[config.mk]
export PLATFORM = sky130hd
export DESIGN_NAME = priority_encoder_generic
export DESIGN_NICKNAME = d
export VERILOG_FILES = /design/src/rtl/pe_pkg.sv /design/src/rtl/priority_encoder_core.sv /design/src/rtl/priority_encoder_generic.sv
export SDC_FILE = /design/constraint.sdc
export NUM_CORES = 1
export LEC_CHECK = 0
export BUFFER_PORTS_ARGS = -buffer_cell sky130_fd_sc_hd__buf_2
export CORE_AREA = 2 2 39 41
export CTS_CLUSTER_DIAMETER = 80
export DETAILED_ROUTE_END_ITERATION = 8
export DIE_AREA = 0 0 41 43
export GPL_TIMING_DRIVEN = 0
export SYNTH_ARGS = -nofsm -noshare
export SYNTH_HDL_FRONTEND = slang
export SYNTH_SLANG_ARGS = --single-unit
[constraint.sdc]
create_clock -name clk -period 0.8 [get_ports clk]
set_input_delay 0 -clock clk [delete_from_list [all_inputs] [get_ports clk]]
set_output_delay 0 -clock clk [all_outputs]
set_load 0.02 [all_outputs]
[src/rtl/pe_pkg.sv]
// Shared helpers for the priority encoder family.
// idx_width sizes index buses so that consumers and the encoder always agree on width.
package pe_pkg;

    localparam int PE_MIN_N = 2;
    localparam int PE_MAX_N = 64;

    // Width of a binary index able to name n inputs, never narrower than one bit.
    function automatic int idx_width(input int n);
        int w;
        w = $clog2(n);
        return (w < 1) ? 1 : w;
    endfunction

endpackage

[src/rtl/priority_encoder_core.sv]
// Combinational n-input priority encoder: any-request flag and index of the highest set bit.
// No request yields index 0, so the index is only meaningful while z_c is high.
module priority_encoder_core
    import pe_pkg::*;
#(
    parameter int n = 6
) (
    input  logic [n-1:0]            w,
    output logic                    z_c,
    output logic [idx_width(n)-1:0] y_c
);

    localparam int YW = idx_width(n);

    generate
        if (n < PE_MIN_N || n > PE_MAX_N) begin : g_bad_n
            $error("priority_encoder_core: n must be in 2..64");
        end
    endgenerate

    // Ascending scan: the last set bit visited is the highest index, so it wins.
    always_comb begin
        z_c = |w;
        y_c = '0;
        for (int k = 0; k < n; k++) begin
            if (w[k]) begin
                y_c = YW'(k);
            end
        end
    end

endmodule

[src/rtl/priority_encoder_generic.sv]
// Registered priority encoder: samples w every cycle, presents z/y one cycle later.
// Synchronous active-high reset clears both outputs and drops any result in flight.
module priority_encoder_generic
    import pe_pkg::*;
#(
    parameter int n = 6
) (
    input  logic                    clk,
    input  logic                    rst,
    input  logic [n-1:0]            w,
    output logic                    z,
    output logic [idx_width(n)-1:0] y
);

    localparam int YW = idx_width(n);

    logic          z_c;
    logic [YW-1:0] y_c;

    logic          z_d, z_q;
    logic [YW-1:0] y_d, y_q;

    priority_encoder_core #(
        .n (n)
    ) u_core (
        .w   (w),
        .z_c (z_c),
        .y_c (y_c)
    );

    always_comb begin
        z_d = z_c;
        y_d = y_c;
    end

    always_ff @(posedge clk) begin
        if (rst) begin
            z_q <= 1'b0;
            y_q <= '0;
        end else begin
            z_q <= z_d;
            y_q <= y_d;
        end
    end

    assign z = z_q;
    assign y = y_q;

endmodule

# After elaboration in Yosys (flattened, before gate mapping)
# Cells that the tools add are included.
# op_classes
add_sub_neg,0
n_mul,0
n_div,0
order_cmp,0
eq_ne,0
n_shift,0
muxes,5
bitwise,0
n_reduce_logical,2
# op_table
op,count
3-bit two-way mux,2
6-bit OR reduction,1
2-bit two-way mux,2
3-bit OR reduction,1
1-bit two-way mux,1
# totals
register_bits,4
latch_bits,0
ram_bits,0
rom_bits,0
input_bits,8
word_cells,10
mem_count,0

# Depth between registers and ports, before layout
# Gate-level depths: netlist (run 1).
# logic_depth
word_depth,5
mapped_depth,3
ltp_nobuf,3

# Modules after synthesis
# From an unflattened synthesis (run 1), not the netlist that was laid out.
# unflattened
cells_unflattened,15
hier_area_um2,152.6
# by_module_without_submodules
mod,instances,cells_per_inst,area_each_um2,seq_area_each_um2
priority_encoder_generic,1,8,105.1,80.1
priority_encoder_core,1,7,47.5,0.0

# Least setup slack after synthesis (run 1)
# OpenSTA, ideal clock, no wires.
# synth_timing
path_kind,register -> output
start,register y_q[0] (netlist: y[0])
end,output port y[0]
arrival_time_ns,0.395
required_ns,0.800
path_slack_ns,0.405
stages_incl_launch_ff,1
path_buffers,0
path_cell_list,dfxtp_1
# synth_lines
item,line,text
"start, declared",priority_encoder_generic.sv:21,"logic [YW-1:0] y_d, y_q;"
"start signal, assigned",priority_encoder_generic.sv:42,y_q <= y_d;
"end, declared",priority_encoder_generic.sv:12,output logic [idx_width(n)-1:0] y
# No word-level cell between the ends.

# Final worst setup path (run 1)
# layout_timing
start,input port w[3]
end,register z_q (netlist: z)
# layout_via
elab_chain_cells,1
# layout_rtl
item,line,text
"start, declared",priority_encoder_generic.sv:10,"input logic [n-1:0] w,"
6-bit OR reduction,priority_encoder_core.sv:23,z_c = |w;
"end signal, assigned",priority_encoder_generic.sv:41,z_q <= z_d;
"end, declared",priority_encoder_generic.sv:20,"logic z_d, z_q;"
# No other way between the ends.
# A chain may end at the register's enable or synchronous reset.

==> impl_metrics.tcl, run 1 <==
set metrics [dict create \
    die_width_um 41 \
    clk_path_buf_depth 2 \
    num_rows 14 \
    synth_area_um2 130 \
    synth-edff-count 0 \
    leakage_nw 0.124 \
    power.total_mw 0.536 \
    p_per_area_nw_per_um2 2120 \
    drive_above_1_share_pct 53.3 \
    crit_type "input pin to flop" \
    nFillCells 164 \
    fin_hold_ws_ns -0.0304 \
    rsz0062_at_grt "no" \
    die_h_um 43 \
    finalWorstSetupSlack_ns 0.0584 \
    tightest_slew_ns 0.243 \
    synth_area_leaders "dfxtp_1 62%, nor2_1 12%, o21bai_1 5.8%" \
    port_buffers 11 \
    dp.cells 41 \
    coreArea_um2 1380 \
    drc_errors 0 \
    cts.sinks 4 \
    critPathMaxFanout 2 \
    start_kind "input pin" \
    vias 155 \
    cts_tree "done" \
    numCtsBuffers 3 \
    syn_avg_cell_area_um2 9.29 \
    max-slew-margin-rel_pct 83.7 \
    htree_levels 1 \
    wl_per_cell_um 6.96 \
    hold_path.class "input pin to flop" \
    grtUsageTotal_pct 5.52 \
    ir_drop_mv 0.268 \
    via_per_inst 3.37 \
    antenna_found_initial 0 \
    gp_congestion 0.674 \
    finish.utilization_pct 18.3 \
    postCtsHoldBufs 2 \
    period_needed_ns 0.742 \
    grt_pass1_wl_um 572 \
    place_ws_ns 0.258 \
    firstDrtPassIters 1 \
    drtIter0Drc 0 \
    clk_pin_slew_ns 0.04 \
    yosysWarnings 0 \
    p_seq_share_pct 39.9 \
    outcome "complete, but fails checks" \
    grt_pass1_vias 164 \
    hold_viol_final 2 \
    dp.final_hpwl_um 257 \
    failed_checks "negative hold slack" \
    whs_path_depth 2 \
    antenna_cells 0 \
    gr-total-overflow 0 \
    dieArea_um2 1760 \
    syn_inst 14 \
    pin_count 12 \
    stdcell_area_um2 253 \
    ys_types 8 \
    setup_viol 0 \
    slew_viol_final 0 \
    ys.flop_type "dfxtp_1" \
    ant_nets 0 \
    area_delta_synth_final_pct 94.2 \
    yosysTopAreaCell "dfxtp_1" \
    end_kind "flop" \
    crit_arrival_ns 0.86 \
    fin_crit_sh_pct 92.7 \
    start_util_pct 9.40 \
    clock.fmax_ghz 1.35 \
    ys_top_cells_by_count "4 x dfxtp_1, 4 x nor2_1" \
    p_clk_share_pct 45.7 \
    power.internal_mw 0.416 \
    async_reset_ff_share_pct 0 \
    p_comb_share_pct 14.3 \
    clockRootBuffer "clkbuf_4" \
    ys_ff_latch 4 \
    drv_cap 0 \
    final.setup.tns_ns 0 \
    synth-seq-area-share_pct 61.5 \
    switching_power_mw 0.119 \
    whs_endpoint "y[0]" \
    layout.nets 40 \
    worstHoldStart "rst" \
    yosysTopAreaCellShare_pct 61.5 \
    p_sw_share_pct 22.3 \
    placedInstanceArea_um2 205 \
    grt_max_degree 5 \
    drt-total-wl_um 320 \
    cp.required_ns 0.92 \
    syn-num-nets 22 \
    finalNonFillerCells 46 \
]
==> kinds of logic (layout without fill, tap and decap cells) <==
logic type      after synthesis  after routing  share of synthesized area [%]
simple gates                  6              6                           21.2
flops                         4              4                           61.5
compound gates                3              3                           14.4
buf+inv                       1             17                           2.88
==> state kept, by name, summed over array words and instances, names as in the netlist <==
signal	flops
y	3
z	1
==> layout make-up <==
class                      count  area, um2  share of cell area, %
timing repair buffer          13       75.1                   29.7
inverter                       1       3.75                   1.49
clock buffer                   3       22.5                   8.91
tap                           16       20.0                   7.92
multi-input combinational      9       51.3                   20.3
sequential                     4       80.1                   31.7
==> what timing repair did <==
action,in CTS,in global routing
hold endpoints to repair,4,2
setup endpoints to repair,0,1
setup buffers,0,0
gates resized for setup,0,2
==> worst max-delay path, cell delays in order <==
cell and delay [ns]:
buf_2 0.11, nor2_2 0.11, a31oi_1 0.09, dlygate4sd3_1 0.55
==> power groups by stage <==
| stage | sequential [mW] | combinational [mW] | clock, mW |
|---|---|---|---|
| 2_1_floorplan | 0.233 | 0.0147 | 0 |
| 3_3_place_gp | 0.217 | 0.0652 | 0 |
| 3_5_place_dp | 0.217 | 0.0661 | 0 |
| 4_1_cts | 0.214 | 0.0743 | 0.259 |
| 5_1_grt | 0.216 | 0.0846 | 0.285 |
| 6_report | 0.214 | 0.0768 | 0.245 |
==> metal layers <==
| metal | track usage, % | wire length (um) | up-vias |
|---|---|---|---|
| met5 | 0 | 0 | - |
| met4 | 10.0 | 18 | 0 |
| met3 | 1.57 | 54 | 2 |
| met2 | 5.63 | 114 | 13 |
| met1 | 6.11 | 133 | 60 |
| li1 | - | - | 80 |
==> worst max path at each step <==
| stage | end | depth (start not counted) | start | slack (ns) |
|---|---|---|---|---|
| 6_report | z | 4 | w[3] | 0.06 |
| 5_1_grt | z | 4 | w[4] | 0.004 |
| 4_1_cts | z | 4 | w[4] | 0.04 |
| 3_5_place_dp | y[0] | 4 | w[1] | 0.26 |
| 3_3_place_gp | y[0] | 4 | w[1] | 0.25 |
| 2_1_floorplan | y[0] | 0 | y[0] | 0.40 |
==> layout by cell type (no fill, tap or decap), drive strengths merged <==
master	netlist	final
a21oi	1	1
a31oi	1	1
buf	0	11
clkbuf	0	3
dfxtp	4	4
dlygate4sd3	0	2
inv	1	1
nor2	4	4
nor2b	1	1
nor4	1	1
o21bai	1	1
Power figures use the tool's default switching activity.
==> run 2: changes to the inputs <==
ABC_AREA = 1   (was unset)
==> run 2 against run 1 <==
  * The run now ends clean
  * Sequential cell count is the same
  * Cell area grew 5.0%
  * Critical path type unchanged
  * Largest power group unchanged
  * Wire length grew 6.3%
  * Combinational power grew 2.6%
==> impl_metrics.tcl, run 2 <==
set metrics [dict create \
    outcome "completed" \
    drc_errors 0 \
    finalNonFillerCells 49 \
    die_h_um 43 \
    drv_cap 0 \
    tightest_slew_ns 0.185 \
    synth_area_um2 145 \
    antenna_cells 0 \
    post_cts_buffers 0 \
    syn-num-nets 26 \
    firstDrtPassIters 2 \
    whs_endpoint "z" \
    synth_top_family_by_area "simple AND/OR/NAND/NOR gates" \
    cp.required_ns 0.91 \
    numCtsBuffers 3 \
    die_width_um 41 \
    ys_top_cells_by_count "4 x dfxtp_1, 4 x inv_1, 4 x nor2_1" \
    max-slew-margin-rel_pct 87.6 \
    pin_count 12 \
    num_rows 14 \
    worstHoldStart "w[0]" \
    clk_path_buf_depth 2 \
    ys_ff_latch 4 \
    leakage_nw 0.139 \
    rsz0062_at_grt "no" \
    synth_xor_area_share_pct 0 \
    final.setup.tns_ns 0 \
    end_kind "flop" \
    yosysTopAreaCellShare_pct 55.2 \
    largest_reg_flops 3 \
    syn_inst 18 \
    slew_viol_final 0 \
    grt_max_degree 5 \
    synth-edff-count 0 \
    yosysTopAreaCell "dfxtp_1" \
    final_common_cell "buf_2" \
    ys.flop_type "dfxtp_1" \
    whs_path_depth 3 \
    area_delta_synth_final_pct 82.8 \
    ant_nets 0 \
    syn_avg_cell_area_um2 8.06 \
    ir_drop_mv 0.292 \
    cts_tree "done" \
    synth-seq-area-share_pct 55.2 \
    period_needed_ns 0.746 \
    gr-total-overflow 0 \
    htree_levels 1 \
    port_buffers 11 \
    crit_arrival_ns 0.86 \
    start_util_pct 10.5 \
    critPathMaxFanout 3 \
    dieArea_um2 1760 \
    hold_path.class "input pin to flop" \
    grtUsageTotal_pct 6.12 \
    gp_congestion 0.658 \
    power.total_mw 0.541 \
    antenna_found_initial 0 \
    cts.sinks 4 \
    yosys.area_share.simple_pct 26.7 \
    synth_fa_ha_area_share_pct 0 \
    clk_pin_slew_ns 0.04 \
    vias 157 \
    setup_viol 0 \
    dp.final_hpwl_um 265 \
    synth_compound_area_share_pct 7.76 \
    crit_type "input pin to flop" \
    drt-total-wl_um 340 \
    clockRootBuffer "clkbuf_4" \
    drive_above_1_share_pct 42.4 \
    synth_mux_area_share_pct 0 \
    yosysWarnings 0 \
    p_per_area_nw_per_um2 2040 \
    drtIter0Drc 1 \
    clock.fmax_ghz 1.34 \
    start_kind "input pin" \
    grt_pass1_vias 172 \
    wl_per_cell_um 6.94 \
    dp.cells 45 \
    ys_types 7 \
    via_per_inst 3.20 \
    finish.utilization_pct 19.2 \
    coreArea_um2 1380 \
    layout.nets 43 \
    synth_area_leaders "dfxtp_1 55%, inv_1 10%, nor2_1 10%" \
    hold_viol_final 0 \
    async_reset_ff_share_pct 0 \
    layout_common_cells "9 x buf_2, 4 x inv_1, 4 x dfxtp_1" \
    fin_crit_sh_pct 93.3 \
    grt_pass1_wl_um 655 \
]
-- run 2: worst max-delay path, cell delays in order --
cell,delay [ns]
dlygate4sd3_1,0.53
buf_2,0.14
nor2_2,0.10
a31oi_1,0.08
-- run 2: kinds of logic after synthesis --
kind of cell	after synthesis
DFF	4
AOI/OAI and AO/OA	2
buffers and inverters	4
and+or+nand+nor	8
-- run 2: worst max-delay path by stage --
stage,start,to,depth (start not counted)
3_3_place_gp,w[3],z,3
6_report,w[5],z,4
4_1_cts,w[4],z,4
3_5_place_dp,w[3],z,3
2_1_floorplan,y[0],y[0],0
5_1_grt,w[5],z,4
-- run 2: layer usage --
metal / global-route usage (%) / routed length (um) / up-vias
li1: - / - / 86
met1: 8.01 / 174 / 60
met2: 5.63 / 128 / 11
met3: 3.14 / 37 / 0
met4: 8.00 / 0 / 0
met5: 0 / 0 / -
-- run 2: what timing repair did --
| action | in CTS | in global routing |
|---|---|---|
| hold buffers | 3 | 0 |
| gates resized for setup | 0 | 1 |
| hold endpoints to repair | 4 | 0 |
| setup endpoints to repair | 0 | 2 |
-- run 2: cell type report --
cell class,count,area (um2)
well taps,16,20.0
flip-flops and latches,4,80.1
repair buffers,12,75.1
inverters,4,15.0
fillers,162,1120
clock buffers,3,22.5
multi-input cells,10,52.6
-- run 2: per-stage QoR --
stage	hold WS [ns]	area [um2]	setup slack (ns)
after floorplan	0.0691	145	0.405
after global placement	0.209	220	0.288
after detailed placement	0.214	220	0.294
after CTS	0.0620	273	0.0204
after global routing	0.0841	265	0.0194
final	0.0686	265	0.0538
-- run 2: where the power goes --
part           switching [mW]  leakage [nW]  internal (mW)
registers             0.00213        0.0334          0.212
clock network          0.0806        0.0138          0.168
logic                  0.0430        0.0913         0.0358
==> run 3: changes to the inputs <==
CTS_BUF_LIST = sky130_fd_sc_hd__clkbuf_16   (was unset)
RECOVER_POWER = 100   (was unset)
==> run 3 against run 2 <==
  * The run now ends with negative hold slack left
  * Non-clock buffer count unchanged
  * Utilization is 2.0 points higher
  * Sequential cell count unchanged
  * Power rose by 94%
  * Maximum frequency barely moved
  * Combinational power shrank 12%
  * Cell count unchanged
  * Count of clock-buffer cells in the layout unchanged
  * Die area unchanged
  * Sequential power hardly changed
  * Clock power rose to 3.1 times the previous value
  * Largest cell class unchanged
  * Largest power group unchanged
==> impl_metrics.tcl, run 3 (synthesis results as in run 2) <==
set metrics [dict create \
    cts_tree "done" \
    vias 153 \
    cp.required_ns 0.80 \
    hold_viol_final 3 \
    cts_resized 0 \
    htree_levels 1 \
    crit_slowest_cell "dfxtp_1" \
    pin_count 12 \
    gr-total-overflow 0 \
    fin_hold_ws_ns -0.0164 \
    placedInstanceArea_um2 220 \
    drv_cap 0 \
    layout_common_cells "5 x buf_2, 5 x clkbuf_1, 4 x inv_1, 4 x nor2_1, 4 x dfxtp_1" \
    drive_above_1_share_pct 27.3 \
    coreArea_um2 1380 \
    outcome "complete, but fails checks" \
    period_needed_ns 0.746 \
    max_stage_delay_ns 0.30 \
    p_comb_share_pct 6.6 \
    setup_viol 0 \
    drt-total-wl_um 341 \
    cp_top_family "flip-flops" \
    die_h_um 43 \
    grtUsageTotal_pct 5.42 \
    critPathMaxFanout 1 \
    numCtsBuffers 3 \
    clockRootBuffer "clkbuf_16" \
    ir_drop_mv 0.539 \
    drtIter0Drc 1 \
    antenna_found_initial 0 \
    crit_type "flop to output pin" \
    switching_power_mw 0.172 \
    ant_nets 0 \
    p_per_area_nw_per_um2 3590 \
    crit_arrival_ns 0.75 \
    wl_per_cell_um 6.96 \
    layout.nets 43 \
    p_clk_share_pct 72.9 \
    clock.fmax_ghz 1.34 \
    antenna_cells 0 \
    path_buf_inv 1 \
    power.internal_mw 0.879 \
    drc_errors 0 \
    postCtsHoldBufs 1 \
    stdcell_area_um2 293 \
    leakage_nw 0.146 \
    p_sw_share_pct 16.3 \
    finalNonFillerCells 49 \
    grt_pass1_wl_um 572 \
    clk_path_buf_depth 2 \
    cts.sinks 4 \
    die_width_um 41 \
    critical_path.cell_chain "clkbuf_1" \
    final.setup.tns_ns 0 \
    largest_reg_flops 3 \
    p_seq_share_pct 20.5 \
    grt_max_degree 5 \
    rsz0062_at_grt "no" \
    dp.final_hpwl_um 265 \
    failed_checks "negative hold slack" \
    via_per_inst 3.12 \
    tightest_slew_ns 0.262 \
    fin_crit_sh_pct 93.3 \
    clk_pin_slew_ns 0.03 \
    port_buffers 11 \
    power.total_mw 1.05 \
    gp_congestion 0.658 \
    hold_path.class "input pin to flop" \
    area_delta_synth_final_pct 102 \
    end_kind "output pin" \
    grt_pass1_vias 138 \
    max-slew-margin-rel_pct 82.4 \
    slew_viol_final 0 \
    firstDrtPassIters 2 \
    dp.cells 45 \
    dieArea_um2 1760 \
    start_kind "flop" \
    num_rows 14 \
    start_util_pct 10.5 \
]
run 3: layout make-up:
class	instances	area, um2
timing repair buffer	12	58.8
inverter	4	15.0
multi-input combinational	10	43.8
clock buffer	3	75.1
tap	16	20.0
fill	154	1090
sequential	4	80.1
run 3: worst paths after layout:
path              from   end  slack [ns]  depth (start not counted)
hold / removal     rst     z       -0.02                          2
setup / recovery  y[1]  y[1]        0.05                          1
run 3: power groups by stage:
| stage | registers [mW] | logic, mW | clock network (mW) |
|---|---|---|---|
| 2_1_floorplan | 0.233 | 0.0180 | 0 |
| 3_5_place_dp | 0.218 | 0.0713 | 0 |
| 6_report | 0.215 | 0.0693 | 0.766 |
| 4_1_cts | 0.215 | 0.0757 | 0.784 |
| 5_1_grt | 0.216 | 0.0789 | 0.807 |
| 3_3_place_gp | 0.218 | 0.0700 | 0 |
run 3: routing by layer:
layer	up-vias	track usage, %	part of all wire [%]
met5	-	0	0
met4	0	6.00	0
met3	0	3.14	11
met2	13	4.38	32
met1	54	8.01	57
li1	86	-	-
run 3: per-stage QoR:
| stage | util, % | hold WS (ns) | worst slack (ns) |
|---|---|---|---|
| 2_1_floorplan | - | 0.0691 | 0.405 |
| 3_3_place_gp | 15.9 | 0.209 | 0.288 |
| 3_5_place_dp | 15.9 | 0.214 | 0.294 |
| 4_1_cts | 22.1 | -0.0190 | 0.0633 |
| 5_1_grt | 21.2 | -0.00454 | 0.0248 |
| 6_report | 21.2 | -0.0164 | 0.0536 |
run 3: timing repair:
| item | 4_1_cts | 5_1_grt |
|---|---|---|
| hold endpoints to repair | 4 | 1 |
| setup endpoints to repair | 0 | 0 |
| setup buffers | 0 | 0 |
